**src/rtl/note_key_player.sv**
```systemverilog
// rtl/note_key_player.sv - queued note/instrument events replayed as timed two-digit keycodes
//
// Purpose: playback source for the synth. Events are queued in a small FIFO. Each event is
// mapped to a keycode (tens digit on key_hi, ones digit on key_lo) and held on the bus for
// its duration. A released-key gap of 00 follows each note.
// Ports:
//   clk, rst_n                        clock, asynchronous active-low reset
//   ev_valid/ev_ready                 event handshake (ev_ready = FIFO not full)
//   ev_instr, ev_note, ev_octave,
//   ev_flat, ev_dur                   event payload
//   key_hi, key_lo                    registered keycode digits
//   busy                              FSM active or events queued
//   bad_event                         one-cycle pulse for an event with no key mapping
module note_key_player #(
    parameter int TICK_DIV  = 50000,
    parameter int GAP_TICKS = 2,
    parameter int DEPTH     = 4
) (
    input  logic       clk,
    input  logic       rst_n,
    input  logic       ev_valid,
    output logic       ev_ready,
    input  logic       ev_instr,
    input  logic [2:0] ev_note,
    input  logic [2:0] ev_octave,
    input  logic       ev_flat,
    input  logic [7:0] ev_dur,
    output logic [3:0] key_hi,
    output logic [3:0] key_lo,
    output logic       busy,
    output logic       bad_event
);
    localparam int AW = $clog2(DEPTH);
    localparam int TW = (TICK_DIV > 1) ? $clog2(TICK_DIV) : 1;

    localparam logic [1:0] ST_IDLE  = 2'd0;
    localparam logic [1:0] ST_PRESS = 2'd1;
    localparam logic [1:0] ST_GAP   = 2'd2;

    // FIFO entry layout: {instr, note[2:0], octave[2:0], flat, dur[7:0]}
    logic [15:0]   mem_q [DEPTH];
    logic [AW:0]   wr_ptr_q, rd_ptr_q;
    logic          fifo_full, fifo_empty, push, pop;
    logic [15:0]   head;

    logic [1:0]    state_q, state_d;
    logic [7:0]    key_q, key_d;
    logic          bad_q, bad_d;
    logic [TW-1:0] tick_q, tick_d;
    logic [7:0]    rem_q, rem_d;
    logic          tick_wrap, last_tick;
    logic [8:0]    code;

    // Extra pointer bit distinguishes full from empty.
    assign fifo_empty = (wr_ptr_q == rd_ptr_q);
    assign fifo_full  = (wr_ptr_q[AW-1:0] == rd_ptr_q[AW-1:0]) && (wr_ptr_q[AW] != rd_ptr_q[AW]);
    assign push       = ev_valid && !fifo_full;
    assign pop        = (state_q == ST_IDLE) && !fifo_empty;
    assign head       = mem_q[rd_ptr_q[AW-1:0]];

    // Returns {valid, tens, ones}; keycodes are written as BCD so 8'h29 means key 2/9.
    function automatic logic [8:0] map_event(input logic instr, input logic [2:0] note,
                                             input logic [2:0] oct, input logic flat);
        logic [8:0] r;
        r = 9'h000;
        if (instr) begin
            r = {1'b1, 4'd5, (note[0] ? 4'd9 : 4'd8)};
        end else begin
            case ({oct, note, flat})
                {3'd1, 3'd1, 1'b0}: r = {1'b1, 8'h29};
                {3'd1, 3'd2, 1'b1}: r = {1'b1, 8'h22};
                {3'd1, 3'd2, 1'b0}: r = {1'b1, 8'h27};
                {3'd1, 3'd3, 1'b1}: r = {1'b1, 8'h07};
                {3'd1, 3'd3, 1'b0}: r = {1'b1, 8'h06};
                {3'd1, 3'd4, 1'b0}: r = {1'b1, 8'h25};
                {3'd1, 3'd5, 1'b1}: r = {1'b1, 8'h10};
                {3'd1, 3'd5, 1'b0}: r = {1'b1, 8'h05};
                {3'd1, 3'd6, 1'b1}: r = {1'b1, 8'h11};
                {3'd1, 3'd6, 1'b0}: r = {1'b1, 8'h17};
                {3'd1, 3'd7, 1'b1}: r = {1'b1, 8'h13};
                {3'd1, 3'd7, 1'b0}: r = {1'b1, 8'h16};
                {3'd2, 3'd1, 1'b0}: r = {1'b1, 8'h54};
                {3'd2, 3'd2, 1'b1}: r = {1'b1, 8'h15};
                {3'd2, 3'd2, 1'b0}: r = {1'b1, 8'h55};
                {3'd2, 3'd3, 1'b1}: r = {1'b1, 8'h51};
                {3'd2, 3'd3, 1'b0}: r = {1'b1, 8'h56};
                {3'd2, 3'd4, 1'b0}: r = {1'b1, 8'h20};
                {3'd2, 3'd5, 1'b1}: r = {1'b1, 8'h31};
                {3'd2, 3'd5, 1'b0}: r = {1'b1, 8'h26};
                {3'd2, 3'd6, 1'b1}: r = {1'b1, 8'h32};
                {3'd2, 3'd6, 1'b0}: r = {1'b1, 8'h08};
                {3'd2, 3'd7, 1'b1}: r = {1'b1, 8'h33};
                {3'd2, 3'd7, 1'b0}: r = {1'b1, 8'h21};
                {3'd3, 3'd1, 1'b0}: r = {1'b1, 8'h23};
                {3'd3, 3'd2, 1'b1}: r = {1'b1, 8'h35};
                {3'd3, 3'd2, 1'b0}: r = {1'b1, 8'h28};
                {3'd3, 3'd3, 1'b1}: r = {1'b1, 8'h36};
                {3'd3, 3'd3, 1'b0}: r = {1'b1, 8'h24};
                {3'd3, 3'd4, 1'b0}: r = {1'b1, 8'h12};
                {3'd3, 3'd5, 1'b1}: r = {1'b1, 8'h38};
                {3'd3, 3'd5, 1'b0}: r = {1'b1, 8'h18};
                {3'd3, 3'd6, 1'b1}: r = {1'b1, 8'h39};
                {3'd3, 3'd6, 1'b0}: r = {1'b1, 8'h19};
                {3'd3, 3'd7, 1'b1}: r = {1'b1, 8'h45};
                {3'd3, 3'd7, 1'b0}: r = {1'b1, 8'h47};
                {3'd4, 3'd1, 1'b0}: r = {1'b1, 8'h48};
                default:            r = 9'h000;
            endcase
        end
        return r;
    endfunction

    assign code = map_event(head[15], head[14:12], head[11:9], head[8]);

    assign tick_wrap = (tick_q == TW'(TICK_DIV - 1));
    assign last_tick = tick_wrap && (rem_q == 8'd1);

    always_comb begin
        state_d = state_q;
        key_d   = key_q;
        bad_d   = 1'b0;
        tick_d  = tick_q;
        rem_d   = rem_q;
        case (state_q)
            ST_IDLE: begin
                if (!fifo_empty) begin
                    if (code[8]) begin
                        state_d = ST_PRESS;
                        key_d   = code[7:0];
                        tick_d  = '0;
                        // Instrument changes are a fixed one-tick tap; zero duration plays one tick.
                        if (head[15] || (head[7:0] == 8'd0)) rem_d = 8'd1;
                        else                                  rem_d = head[7:0];
                    end else begin
                        bad_d = 1'b1;
                    end
                end
            end
            ST_PRESS, ST_GAP: begin
                tick_d = tick_wrap ? '0 : tick_q + TW'(1);
                if (tick_wrap) rem_d = rem_q - 8'd1;
                if (last_tick) begin
                    key_d  = 8'h00;
                    tick_d = '0;
                    if ((state_q == ST_PRESS) && (GAP_TICKS != 0)) begin
                        state_d = ST_GAP;
                        rem_d   = 8'(GAP_TICKS);
                    end else begin
                        state_d = ST_IDLE;
                    end
                end
            end
            default: state_d = ST_IDLE;
        endcase
    end

    always_ff @(posedge clk) begin
        if (push) mem_q[wr_ptr_q[AW-1:0]] <= {ev_instr, ev_note, ev_octave, ev_flat, ev_dur};
    end

    always_ff @(posedge clk or negedge rst_n) begin
        if (!rst_n) begin
            state_q  <= ST_IDLE;
            key_q    <= 8'h00;
            bad_q    <= 1'b0;
            tick_q   <= '0;
            rem_q    <= 8'd0;
            wr_ptr_q <= '0;
            rd_ptr_q <= '0;
        end else begin
            state_q <= state_d;
            key_q   <= key_d;
            bad_q   <= bad_d;
            tick_q  <= tick_d;
            rem_q   <= rem_d;
            if (push) wr_ptr_q <= wr_ptr_q + (AW+1)'(1);
            if (pop)  rd_ptr_q <= rd_ptr_q + (AW+1)'(1);
        end
    end

    assign ev_ready  = !fifo_full;
    assign key_hi    = key_q[7:4];
    assign key_lo    = key_q[3:0];
    assign bad_event = bad_q;
    assign busy      = (state_q != ST_IDLE) || !fifo_empty;
endmodule

```
**config.mk**
```make
export PLATFORM = sky130hd
export DESIGN_NAME = note_key_player
export DESIGN_NICKNAME = d
export VERILOG_FILES = /design/src/rtl/note_key_player.sv
export SDC_FILE = /design/constraint.sdc
export NUM_CORES = 1
export LEC_CHECK = 0
export ABC_AREA = 0
export BUFFER_PORTS_ARGS = -buffer_cell sky130_fd_sc_hd__buf_2
export CORE_AREA = 2 2 112 114
export CTS_BUF_LIST = sky130_fd_sc_hd__clkbuf_2
export CTS_CLUSTER_DIAMETER = 30
export DETAILED_ROUTE_END_ITERATION = 10
export DIE_AREA = 0 0 114 116
export PLACE_DENSITY = 0.63
export SLEW_MARGIN = 20
export SYNTH_ARGS = -nofsm -noshare
export SYNTH_HDL_FRONTEND = slang
export SYNTH_SLANG_ARGS = --single-unit
```
**constraint.sdc**
```tcl
create_clock -name clk -period 3 [get_ports clk]
set_input_delay 0.3 -clock clk [delete_from_list [all_inputs] [get_ports clk]]
set_output_delay 0.3 -clock clk [all_outputs]
set_load 0.02 [all_outputs]
```
---- Word-level counts from Yosys, hierarchy flattened ----
Memory sizes are Yosys's and may differ from the RTL's.
Index checks and enable logic that the tools add are counted.
operators by class
  add/sub/neg operators ................... 4
  multiply operators ...................... 0
  div/mod/pow operators ................... 0
  $lt $le $gt $ge ......................... 0
  eq/ne operators ......................... 10
  shift-type cells ........................ 0
  muxes and demuxes ....................... 28
  bitwise gates (word level) .............. 0
  reductions and logical operators ........ 16
operators with widths
  operator               number
  $mux 8                 9
  $mux 16                4
  $pmux 16 s2            1
  $pmux 8 s2             2
  $add 16x1->16 const B  1
  $eq 16x16->1 const B   1
  $mux 9                 1
  $eq 8x1->1 const B     1
  $logic_not 8->1        1
  $mux 2                 4
  $sub 8x1->8 const B    1
  $add 3x1->3 const B    2
  $mux 1                 6
  $ne 2x2->1 const B     3
  $reduce_and 3->1       2
  $logic_and 1x1->1      4
  $pmux 2 s2             1
  $reduce_and 4->1       1
  $reduce_bool 2->1      2
  $eq 3x3->1             1
  $eq 2x1->1 const B     1
  $eq 2x2->1             1
  $eq 2x2->1 const B     1
  $logic_not 1->1        2
  4 further kinds        5
storage, ports and cells
  register bits ........................... 41
  bits in latches ......................... 0
  memory bits (writable) .................. 64
  ROM bits ................................ 1024
  bits of input ports ..................... 19
  output and inout port bits .............. 11
  word-level logic and storage cells ...... 67
  memories ................................ 2
memory list
  name              words  bits a word  rd ports  clocked after Yosys merged registers in  write ports  line  RTL
  (name not given)  128    8            1         0                                        0            69    case ({oct, note, flat})
  mem_q             4      16           1         0                                        1            41    logic [15:0] mem_q [DEPTH];

---- Longest topological paths before layout ----
Gate-level depths: netlist of the first run.
An unclocked memory read counts as a cell.
  depth after elaboration ................. 7
  mapped depth ............................ 12
  depth with buffers taken out ............ 9

---- Worst setup path before layout of the first run ----
No wires, ideal clock.
  kind .................................... reg2reg
  start point ............................. register rd_ptr_q[0]
  end point ............................... register tick_q[15]
  library setup time ...................... 0.069 ns
  arrival time ............................ 3.062 ns
  required time ........................... 2.931 ns
  setup slack ............................. -0.131 ns
  stages on the path, launching flop included .. 12
  path buffers ............................ 2
  period minus slack after synthesis ...... 3.131 ns
  path through ............................ dfrtp_1 -> buf_6 -> buf_2 -> mux4_2 -> inv_1 -> ha_1 -> inv_1 -> o21ba_1 -> a211oi_2 -> o21ai_2 -> or4_1 -> nand3_1
between the ends
  longest elaborated chain between the ends .. 5
  elaborated cells between the ends (all ways) .. 7
  those cells by class .................... eq/ne: 3; mux: 1; reduce/logical: 1; memory: 2
RTL lines
  what                            line  RTL
  start: declaration              42    logic [AW:0] wr_ptr_q, rd_ptr_q;
  start signal: assignment        177   if (pop) rd_ptr_q <= rd_ptr_q + (AW+1)'(1);
  $mem_v2 4x16                    -
  $mem_v2 128x8                   -
  $mux 9                          66    if (instr) begin
  $ne 2x2->1 (no line)            -
  $reduce_and 3->1 (no line) (*)  -
  end signal: assignment          174   tick_q <= tick_d;
  end: declaration                49    logic [TW-1:0] tick_q, tick_d;
Mark *: on every way between the ends. The rest lies on a longest branch, timed or not.
A chain may end at the register's enable or synchronous reset.

---- Worst setup path after layout of the first run ----
  start point ............................. register rd_ptr_q[0]
  end point ............................... register tick_q[2]
The elaborated chain is that of the path after synthesis.

==> run_results.csv, run 1 <==
group,metric,value,unit
timing,worst_slew_pin_slew,0.9249,ns
setup_path,cpPeakStageDelay,0.60,ns
timing,hold_viol_final,0,
timing,skew,0.01782,ns
cells_and_area,drive_above_1_share,19.84,%
synthesis,synth-edff-count,64,
setup_path,cp_slowest_cell,"mux4_2",
global_routing,grt.total_usage,17.48,%
global_routing,grt-ovfl-total,0,
status,status,"finished clean",
clock_network,numClockSinks,104,
synthesis,yosysTopAreaCellShare,36.51,%
clock_network,clock-root-buffer,"clkbuf_2",
routing,routedWlPerCell,17.07,µm
synthesis,synth-adder-area-share,4.516,%
synthesis,synthCells,431,
global_routing,grt_pass1_vias,3559,
setup_path,crit_path_start_kind,"flop",
timing,relSlewSlack,38.34,%
floorplanning,rows,40,
cells_and_area,fin_nets,532,
synthesis,yosys_warnings,0,
synthesis,synth_area,5264,µm²
timing,rsz0062_at_grt,"false",
routing,dr_wl_met3,414,µm
routing,wl_met2,5.220,mm
cells_and_area,synthToLayoutAreaGrowth,13.79,%
setup_path,criticalPathCategory,"flop to flop",
routing,drt_first_iter_violations,243,
power_and_ir_drop,power.leakage,2.307,nW
global_routing,grt_pass1_wl,18.09,mm
timing,period_share,93.83,%
setup_path,crit_path_max_fanout,10,
power_and_ir_drop,max-vdd-ir-drop,509.5,µV
clock_network,htree_levels,3,
synthesis,ys_ff_latch,104,
cells_and_area,num_antenna_cells,0,
synthesis,yosys.area.top_type,"edfxtp_1",
flow_run,maxCapViolCount,0,
cells_and_area,seq_area,2923,µm²
routing,via_per_inst,5.608,
timing,worst_hold_slack,0.1098,ns
clock_network,path_clk_slew,0.27,ns
floorplanning,core-area,11910,µm²
clock_network,cts_tree,"yes",
hold_path,hold_path.class,"input pin to flop",
power_and_ir_drop,powerDensity,1072,nW/µm²
routing,drc_errors,0,
clock_network,cts-buffers-inserted,9,
cells_and_area,fill_cells,1031,
synthesis,synthesis.nets,469,
setup_path,endpoint_kind,"flop",
global_routing,antenna_found_initial,0,
floorplanning,die_area,13220,µm²
synthesis,synthSimpleGateAreaFrac,12.69,%
clock_network,clock_latency,0.57,ns
global_routing,grt_max_degree,41,
synthesis,synth.area.mux_share,8.628,%
timing,min_period,2.815,ns
routing,first_pass_iters,7,
timing,slew_viol_final,0,
timing,setup_viol,0,
synthesis,synth_top_family_by_area,"compound AO/OA/AOI/OAI gates",
synthesis,yosysSeqAreaShare,55.53,%
synthesis,synthTopCellsByArea,"edfxtp_1 37%, dfrtp_1 19%, mux4_2 6.8%",
synthesis,synth_cell_types,60,
routing,wirelength,11.03,mm
timing,timing.fmax,0.3553,GHz
synthesis,synthTopCellsByCount,"64 x edfxtp_1, 40 x dfrtp_1, 36 x o21ai_0, 26 x nand2_1, 26 x nor2_1",
routing,wl_met1,5.231,mm
setup_path,critPathMostFrequentCell,"buf_4",
floorplanning,die_h,116,µm
setup_path,cp.arrival,3.29,ns
floorplanning,die_w,114,µm
placement,gp_congestion,0.9146,
timing,final.setup.tns,0,ns
cells_and_area,multi_input_area,2185,µm²
setup_path,cp.required,3.48,ns
setup_path,worstPathCellList,"buf_4, mux4_2, ha_2, inv_1, nor3_1, a311o_1, o21ai_2, buf_4, or3_1, o211ai_1",
routing,top_layer,"met4",
routing,via_count,3623,
synthesis,syn_avg_cell_area,12.21,µm²
clock_network,clock_path_buffers,2,
placement,dp.final_hpwl,7.575,mm
synthesis,ys.flop_type,"edfxtp_1",
placement,numPortBuffers,28,
synthesis,synth_xor_area_share,1.331,%
floorplanning,io_pins,30,
synthesis,synth_compound_area_share,13.91,%
synthesis,synth.most_common_cell,"edfxtp_1",
synthesis,synthArstFlopShare,38.46,%
routing,drtAntennaViolNets,0,
floorplanning,start_util,44.19,%
==> stage by stage <==
step                worst slack (ns)  cell area (µm²)  util (%)  total power [mW]  std cells
floorplan                   0.002579             5269         -             4.668        431
global placement              0.2498             5697     47.83             5.688        612
detailed placement            0.1398             5697     47.83             5.749        612
CTS                           0.1252             5966     50.08             6.379        645
global route                 0.01902             5989     50.28             6.938        646
finish                        0.1851             5989     50.28             6.420        646
==> layout by cell type (no fill, tap or decap), types with 12 or more instances in the layout <==
master / instances
dfrtp_1: 40
edfxtp_1: 64
dlygate4sd3_1: 17
nor2_1: 26
buf_2: 28
mux4_2: 16
inv_1: 19
ha_1: 18
nand3_1: 13
nand2_1: 26
buf_4: 29
a21oi_1: 12
o21ai_0: 36
==> layout make-up <==
class,count,area share (%)
sequential,104,48.80
multi-input combinational,286,36.47
inverter,19,1.191
clock inverter,7,0.8983
tap,147,3.071
timing repair buffer,74,8.816
clock buffer,9,0.7520
==> state kept, by name, indices dropped and copies added, names as in the netlist <==
signal	count
rd_ptr_q	3
tick_q	16
bad_event	1
state_q	2
key_q	7
rem_q	8
wr_ptr_q	3
mem_q	64
==> layer usage <==
| metal | track usage, % | vias to the layer above |
|---|---|---|
| met3 | 3.609 | 11 |
| li1 | - | 1762 |
| met4 | 5.122 | 0 |
| met1 | 24.09 | 1772 |
| met2 | 28.29 | 78 |
| met5 | 0 | - |
==> what timing repair did <==
item                                    4_1_cts  5_1_grt
gates resized for setup                       0        2
hold buffers                                 17        0
hold endpoints to repair                    104        0
setup buffers                                 0        1
endpoints found under the setup margin        0        9
==> power breakdown <==
group	internal, mW	switching [mW]
registers	1.91	0.196
clock network	0.121	0.482
logic	1.51	2.20
==> critical path: cells and delay by family, from the launching register on <==
kind                       cells  cell delay, ns
muxes                          1            0.60
buffers and inverters          3            0.50
DFF                            1            0.47
AOI/OAI and AO/OA              3            0.73
adders and majority gates      1            0.23
and+or+nand+nor                2            0.20
==> path summary, 6_finish.rpt <==
| kind | from | endpoint | slack [ns] | cells after the start |
|---|---|---|---|---|
| worst max-delay path | rd_ptr_q[0]$_DFFE_PN0P_ | tick_q[2]$_DFFE_PN0P_ | 0.19 | 10 |
| worst min-delay path | ev_valid | wr_ptr_q[0]$_DFFE_PN0P_ | 0.11 | 3 |
| worst max register to register | rd_ptr_q[0]$_DFFE_PN0P_ | tick_q[2]$_DFFE_PN0P_ | 0.19 | 10 |
| worst min register to register | wr_ptr_q[2]$_DFFE_PN0P_ | wr_ptr_q[2]$_DFFE_PN0P_ | 0.51 | 1 |
| max in group asynchronous | rst_n | rd_ptr_q[0]$_DFFE_PN0P_ | 2.07 | 2 |
| min in group asynchronous | rst_n | key_q[6]$_DFFE_PN0P_ | 0.36 | 2 |
==> kinds of logic (layout without fill, tap and decap cells) <==
| kind of cell | count (synthesis) | count (layout) |
|---|---|---|
| muxes | 25 | 25 |
| DFF | 104 | 104 |
| and+or+nand+nor | 124 | 124 |
| buffers and inverters | 41 | 109 |
| other | 1 | 1 |
| AOI/OAI and AO/OA | 109 | 109 |
| adders and majority gates | 19 | 19 |
| xor gates and xnor gates | 8 | 8 |
Note: power is estimated with default switching activity, not from simulation.
==> run 2: changes to the inputs <==
- ABC_CLOCK_PERIOD_IN_PS: not set -> 3650
- PLACE_DENSITY: 0.63 -> 0.61
- clock period: 3 -> 3.65 ns (I/O delays scaled with it)
==> run 2 against run 1 <==
  * Clock skew up 0.0070 ns
  * Register-to-register slack improved by 0.14 ns
  * First-iteration DRC count grew 18%
  * Sequential power decreased by 17%
  * Core utilization down 1.4 points
  * Critical path depth fell by 1
  * Design area decreased by 2.8%
==> run_results.csv, run 2 (synthesized netlist as in run 1, its figures left out) <==
group,metric,value,unit
status,status,"finished clean",
clock_network,htree_levels,3,
timing,slew_viol_final,0,
timing,skew,0.02482,ns
clock_network,clock_latency,0.56,ns
routing,via_per_inst,5.701,
cells_and_area,num_antenna_cells,0,
timing,period_share,91.12,%
timing,hold_viol_final,0,
clock_network,cts_tree,"yes",
timing,final.setup.tns,0,ns
global_routing,antenna_found_initial,0,
setup_path,cp_slowest_cell,"mux4_2",
setup_path,criticalPathCategory,"flop to flop",
floorplanning,die_h,116,µm
setup_path,r2r_slack,0.32,ns
setup_path,cp.arrival,3.82,ns
placement,pre_cts_ws,0.4192,ns
routing,drtAntennaViolNets,0,
routing,first_pass_iters,5,
setup_path,crit_path_start_kind,"flop",
power_and_ir_drop,power.leakage,2.197,nW
timing,rsz0062_at_grt,"false",
clock_network,clock_path_buffers,2,
setup_path,crit_start,"rd_ptr_q[0]$_DFFE_PN0P_",
setup_path,cpPeakStageDelay,0.63,ns
cells_and_area,layout_common_cells,"64 x edfxtp_1, 40 x dfrtp_1, 36 x o21ai_0",
floorplanning,io_pins,30,
setup_path,reg2reg_depth,9,
routing,via_count,3552,
global_routing,grt_max_degree,41,
timing,relSlewSlack,38.38,%
cells_and_area,final_cells,623,
hold_path,hold_path.class,"input pin to flop",
placement,dp.final_hpwl,7.249,mm
routing,drt_first_iter_violations,286,
clock_network,path_clk_slew,0.28,ns
routing,routedWlPerCell,16.83,µm
power_and_ir_drop,max-vdd-ir-drop,556.8,µV
setup_path,r2r_start,"rd_ptr_q[0]$_DFFE_PN0P_",
floorplanning,core-area,11910,µm²
floorplanning,start_util,44.19,%
setup_path,cp.required,4.15,ns
clock_network,cts-buffers-inserted,9,
power_and_ir_drop,powerDensity,866.0,nW/µm²
global_routing,grt_pass1_wl,17.37,mm
floorplanning,die_w,114,µm
cells_and_area,largest_reg_flops,64,
timing,setup_viol,0,
cells_and_area,fin_nets,509,
cells_and_area,drive_above_1_share,15.97,%
timing,timing.fmax,0.3007,GHz
floorplanning,rows,40,
floorplanning,die_area,13220,µm²
placement,gp_congestion,0.8974,
global_routing,grt.total_usage,16.83,%
timing,fin_ws,0.3242,ns
routing,wirelength,10.48,mm
global_routing,grt-ovfl-total,0,
setup_path,crit_path_end,"tick_q[13]$_DFFE_PN0P_",
setup_path,r2r_end,"tick_q[13]$_DFFE_PN0P_",
timing,worst_slew_pin_slew,0.9243,ns
setup_path,crit_path_max_fanout,19,
clock_network,numClockSinks,104,
global_routing,grt_pass1_vias,3491,
placement,numPortBuffers,28,
flow_run,maxCapViolCount,0,
clock_network,clock-root-buffer,"clkbuf_2",
timing,min_period,3.326,ns
cells_and_area,synthToLayoutAreaGrowth,10.63,%
cells_and_area,layout_commonest_cell,"edfxtp_1",
routing,drc_errors,0,
setup_path,worstPathCellList,"mux4_2, ha_1, inv_1, nor3_1, a311o_1, o21ai_2, buf_4, o21ai_0, o31ai_1",
placement,dp_cells,590,
setup_path,endpoint_kind,"flop",
-- run 2: cell count changes in the layout (fill, tap and decap cells not counted), sizes merged --
cell	change
buf	-23
clkinv	-4
clkinvlp	+2
bufinv	+1
clkbuf	+1
-- run 2: timing repair --
action	in CTS	in global routing
hold buffers	17	0
hold endpoints to repair	104	0
setup buffers	0	0
resized for setup	0	0
setup endpoints to repair	0	0
-- run 2: stage by stage --
| stage | power, mW | area, µm² | hold slack, ns | util (%) |
|---|---|---|---|---|
| 6_report | 5.043 | 5823 | 0.1490 | 48.89 |
| 5_1_grt | 5.472 | 5823 | 0.1002 | 48.89 |
| 4_1_cts | 5.074 | 5823 | 0.06623 | 48.89 |
| 3_5_place_dp | 4.491 | 5529 | 0.4652 | 46.42 |
| 3_3_place_gp | 4.450 | 5529 | 0.4636 | 46.42 |
| 2_1_floorplan | 3.830 | 5264 | 0.06941 | - |
-- run 2: how the worst min path moves through the flow --
stage	depth (start not counted)	start	endpoint	slack [ns]
floorplan	0	rst_n	bad_event$_DFF_PN0_	0.07
global placement	2	key_q[5]$_DFFE_PN0P_	key_q[5]$_DFFE_PN0P_	0.46
detailed placement	2	key_q[1]$_DFFE_PN0P_	key_q[1]$_DFFE_PN0P_	0.47
CTS	3	ev_valid	wr_ptr_q[0]$_DFFE_PN0P_	0.07
global route	3	ev_valid	wr_ptr_q[0]$_DFFE_PN0P_	0.10
finish	3	ev_valid	wr_ptr_q[0]$_DFFE_PN0P_	0.15
-- run 2: cell type report --
| class | count | area (µm²) |
|---|---|---|
| Clock buffer | 10 | 50.05 |
| Sequential cell | 104 | 2923 |
| Timing Repair Buffer | 51 | 355.3 |
| Clock inverter | 6 | 73.82 |
| Fill cell | 1070 | 6088 |
| Inverter | 19 | 71.32 |
| Multi-Input combinational cell | 286 | 2166 |
| Tap cell | 147 | 183.9 |
-- run 2: per-layer routing --
metal	global-route usage (%)	vias to the layer above	wire length [µm]
li1	-	1721	-
met4	4.472	0	119
met1	22.81	1728	4855
met5	0	-	0
met2	27.62	91	5035
met3	3.818	12	474
-- run 2: worst max-delay path: cells and delay by family (launching register included) --
kind / cells / cell delay (ns)
compound gates: 4 / 1.15
fa+ha+maj: 1 / 0.32
buf+inv: 2 / 0.48
flops: 1 / 0.58
mux: 1 / 0.63
simple gates: 1 / 0.10
-- run 2: power by group --
part / leakage, nW / internal, mW / switching [mW] / total (mW)
registers: 1.11 / 1.57 / 0.171 / 1.74
logic: 1.01 / 1.03 / 1.71 / 2.74
clock network: 0.0711 / 0.171 / 0.388 / 0.559
total: 2.20 / 2.77 / 2.27 / 5.04
==> run 3: changes to the inputs <==
- ABC_CLOCK_PERIOD_IN_PS: 3650 -> 4000
- PLACE_DENSITY: 0.61 -> not set
- PLACE_DENSITY_LB_ADDON: not set -> 0.12
- clock period: 3.65 -> 4 ns (I/O delays scaled with it)
==> run 3 against run 2 <==
  * Die area unchanged
  * Wire length is 0.75% higher
  * Final cell count down 0.16%
  * Total power shrank 10%
  * Worst setup slack gained 0.24 ns
  * Largest power group unchanged
  * Clock-buffer cell count is the same
  * Design area shrank 0.54%
  * Combinational power shrank 9.1%
  * Global-route usage rose by 0.26 points
  * Core utilization fell by 0.26 points
  * Register-to-register slack improved by 0.24 ns
  * Clock power is 17% lower
==> run_results.csv, run 3 (synthesized netlist as in run 1, its figures left out) <==
group,metric,value,unit
status,status,"finished clean",
power_and_ir_drop,p_total,4.537,mW
setup_path,crit_path_end,"tick_q[9]$_DFFE_PN0P_",
global_routing,grt_pass1_vias,3356,
clock_network,postCtsHoldBufs,17,
cells_and_area,layout_common_cells,"64 x edfxtp_1, 40 x dfrtp_1, 36 x o21ai_0",
cells_and_area,multi_input_area,2166,µm²
setup_path,cp.arrival,3.94,ns
global_routing,busiest_layer,"met2",
cells_and_area,drive_above_1_share,15.79,%
routing,drtAntennaViolNets,0,
clock_network,cts_setup_buffers,0,
global_routing,gr-usage-met2,27.86,%
floorplanning,die_area,13220,µm²
setup_path,cp.required,4.51,ns
global_routing,grt.total_usage,17.09,%
setup_path,r2r_end,"tick_q[9]$_DFFE_PN0P_",
hold_path,hold_path.class,"input pin to flop",
global_routing,grt_max_degree,41,
timing,worst_slew_pin_slew,0.9339,ns
timing,timing.fmax,0.2910,GHz
routing,drc_errors,0,
global_routing,grt-ovfl-total,0,
floorplanning,core-area,11910,µm²
timing,relSlewSlack,37.74,%
setup_path,r2r_slack,0.56,ns
clock_network,path_clk_slew,0.29,ns
clock_network,numClockSinks,104,
power_and_ir_drop,power.leakage,2.187,nW
placement,dp.final_hpwl,7.264,mm
global_routing,antenna_found_initial,0,
clock_network,cts_tree,"yes",
cells_and_area,fill_cells,1080,
timing,slew_viol_final,0,
setup_path,endpoint_kind,"flop",
timing,worst_hold_slack,0.1466,ns
setup_path,criticalPathCategory,"flop to flop",
placement,numPortBuffers,28,
cells_and_area,num_antenna_cells,0,
clock_network,clock-root-buffer,"clkbuf_2",
floorplanning,die_w,114,µm
timing,hold_viol_final,0,
timing,period_share,85.90,%
cells_and_area,fin_util,48.62,%
global_routing,grt_util_met1,23.22,%
cells_and_area,synthToLayoutAreaGrowth,10.03,%
cells_and_area,fin_nets,508,
setup_path,r2r_start,"rd_ptr_q[1]$_DFFE_PN0P_",
flow_run,maxCapViolCount,0,
power_and_ir_drop,max-vdd-ir-drop,488.2,µV
cells_and_area,largest_reg_flops,64,
clock_network,cts-buffers-inserted,9,
global_routing,grt_pass1_wl,17.28,mm
floorplanning,io_pins,30,
setup_path,crit_path_max_fanout,11,
timing,rsz0062_at_grt,"false",
timing,setup_viol,0,
clock_network,clock_path_buffers,2,
floorplanning,start_util,44.19,%
routing,via_per_inst,5.587,
routing,wirelength,10.56,mm
clock_network,cts_resized,0,
setup_path,crit_start,"rd_ptr_q[1]$_DFFE_PN0P_",
setup_path,reg2reg_depth,9,
power_and_ir_drop,powerDensity,783.3,nW/µm²
clock_network,clock_latency,0.60,ns
timing,skew,0.02214,ns
routing,routedWlPerCell,16.98,µm
global_routing,grtUsageMet3,4.603,%
placement,gp_congestion,0.8386,
routing,first_pass_iters,4,
timing,final.setup.tns,0,ns
routing,via_count,3475,
routing,drt_first_iter_violations,260,
cells_and_area,seq_area,2923,µm²
timing,min_period,3.436,ns
floorplanning,die_h,116,µm
cells_and_area,layout_commonest_cell,"edfxtp_1",
floorplanning,rows,40,
clock_network,htree_levels,3,
setup_path,crit_path_start_kind,"flop",
[run 3: how the worst min path moves through the flow]
| stage | from | to | slack (ns) | cells after the start |
|---|---|---|---|---|
| global route | ev_valid | wr_ptr_q[0]$_DFFE_PN0P_ | 0.09 | 3 |
| CTS | ev_valid | wr_ptr_q[0]$_DFFE_PN0P_ | 0.09 | 3 |
| floorplan | rst_n | bad_event$_DFF_PN0_ | 0.10 | 0 |
| detailed placement | key_q[2]$_DFFE_PN0P_ | key_q[2]$_DFFE_PN0P_ | 0.48 | 2 |
| finish | ev_valid | wr_ptr_q[1]$_DFFE_PN0P_ | 0.15 | 3 |
| global placement | key_q[1]$_DFFE_PN0P_ | key_q[1]$_DFFE_PN0P_ | 0.46 | 2 |
[run 3: layer usage]
metal | wire length [µm] | up-vias | part of all wire [%]
met4 | 101 | 0 | 0.96
met1 | 5190 | 1699 | 49
met2 | 4932 | 50 | 47
met3 | 339 | 7 | 3.2
li1 | - | 1719 | -
met5 | 0 | - | 0
[run 3: area by class of cell]
| cell class | count | area share (%) |
|---|---|---|
| Clock buffer | 10 | 0.8641 |
| Inverter | 19 | 1.231 |
| Multi-Input combinational cell | 286 | 37.39 |
| Clock inverter | 6 | 0.8641 |
| Tap cell | 147 | 3.176 |
| Sequential cell | 104 | 50.46 |
| Timing Repair Buffer | 50 | 6.006 |
[run 3: through the flow]
step / setup WS (ns) / cell area, µm² / std cells
5_1_grt: 0.4003 / 5792 / 622
2_1_floorplan: 0.8692 / 5264 / 431
4_1_cts: 0.5902 / 5792 / 622
6_report: 0.5641 / 5792 / 622
3_5_place_dp: 0.7054 / 5522 / 589
3_3_place_gp: 0.8180 / 5522 / 589
[run 3: power breakdown]
part / internal, mW / leakage, nW / total, mW / switching, mW
registers: 1.43 / 1.11 / 1.58 / 0.152
clock network: 0.0944 / 0.0648 / 0.466 / 0.372
logic: 0.925 / 1.01 / 2.49 / 1.56
[run 3: critical path, stage by stage (launching register included)]
cell,delay [ns]
dfrtp_1,0.71
mux4_2,0.46
inv_1,0.16
ha_1,0.31
inv_1,0.13
o21ba_1,0.24
a211o_1,0.34
nand3_2,0.13
nand3_1,0.39
o41ai_1,0.47
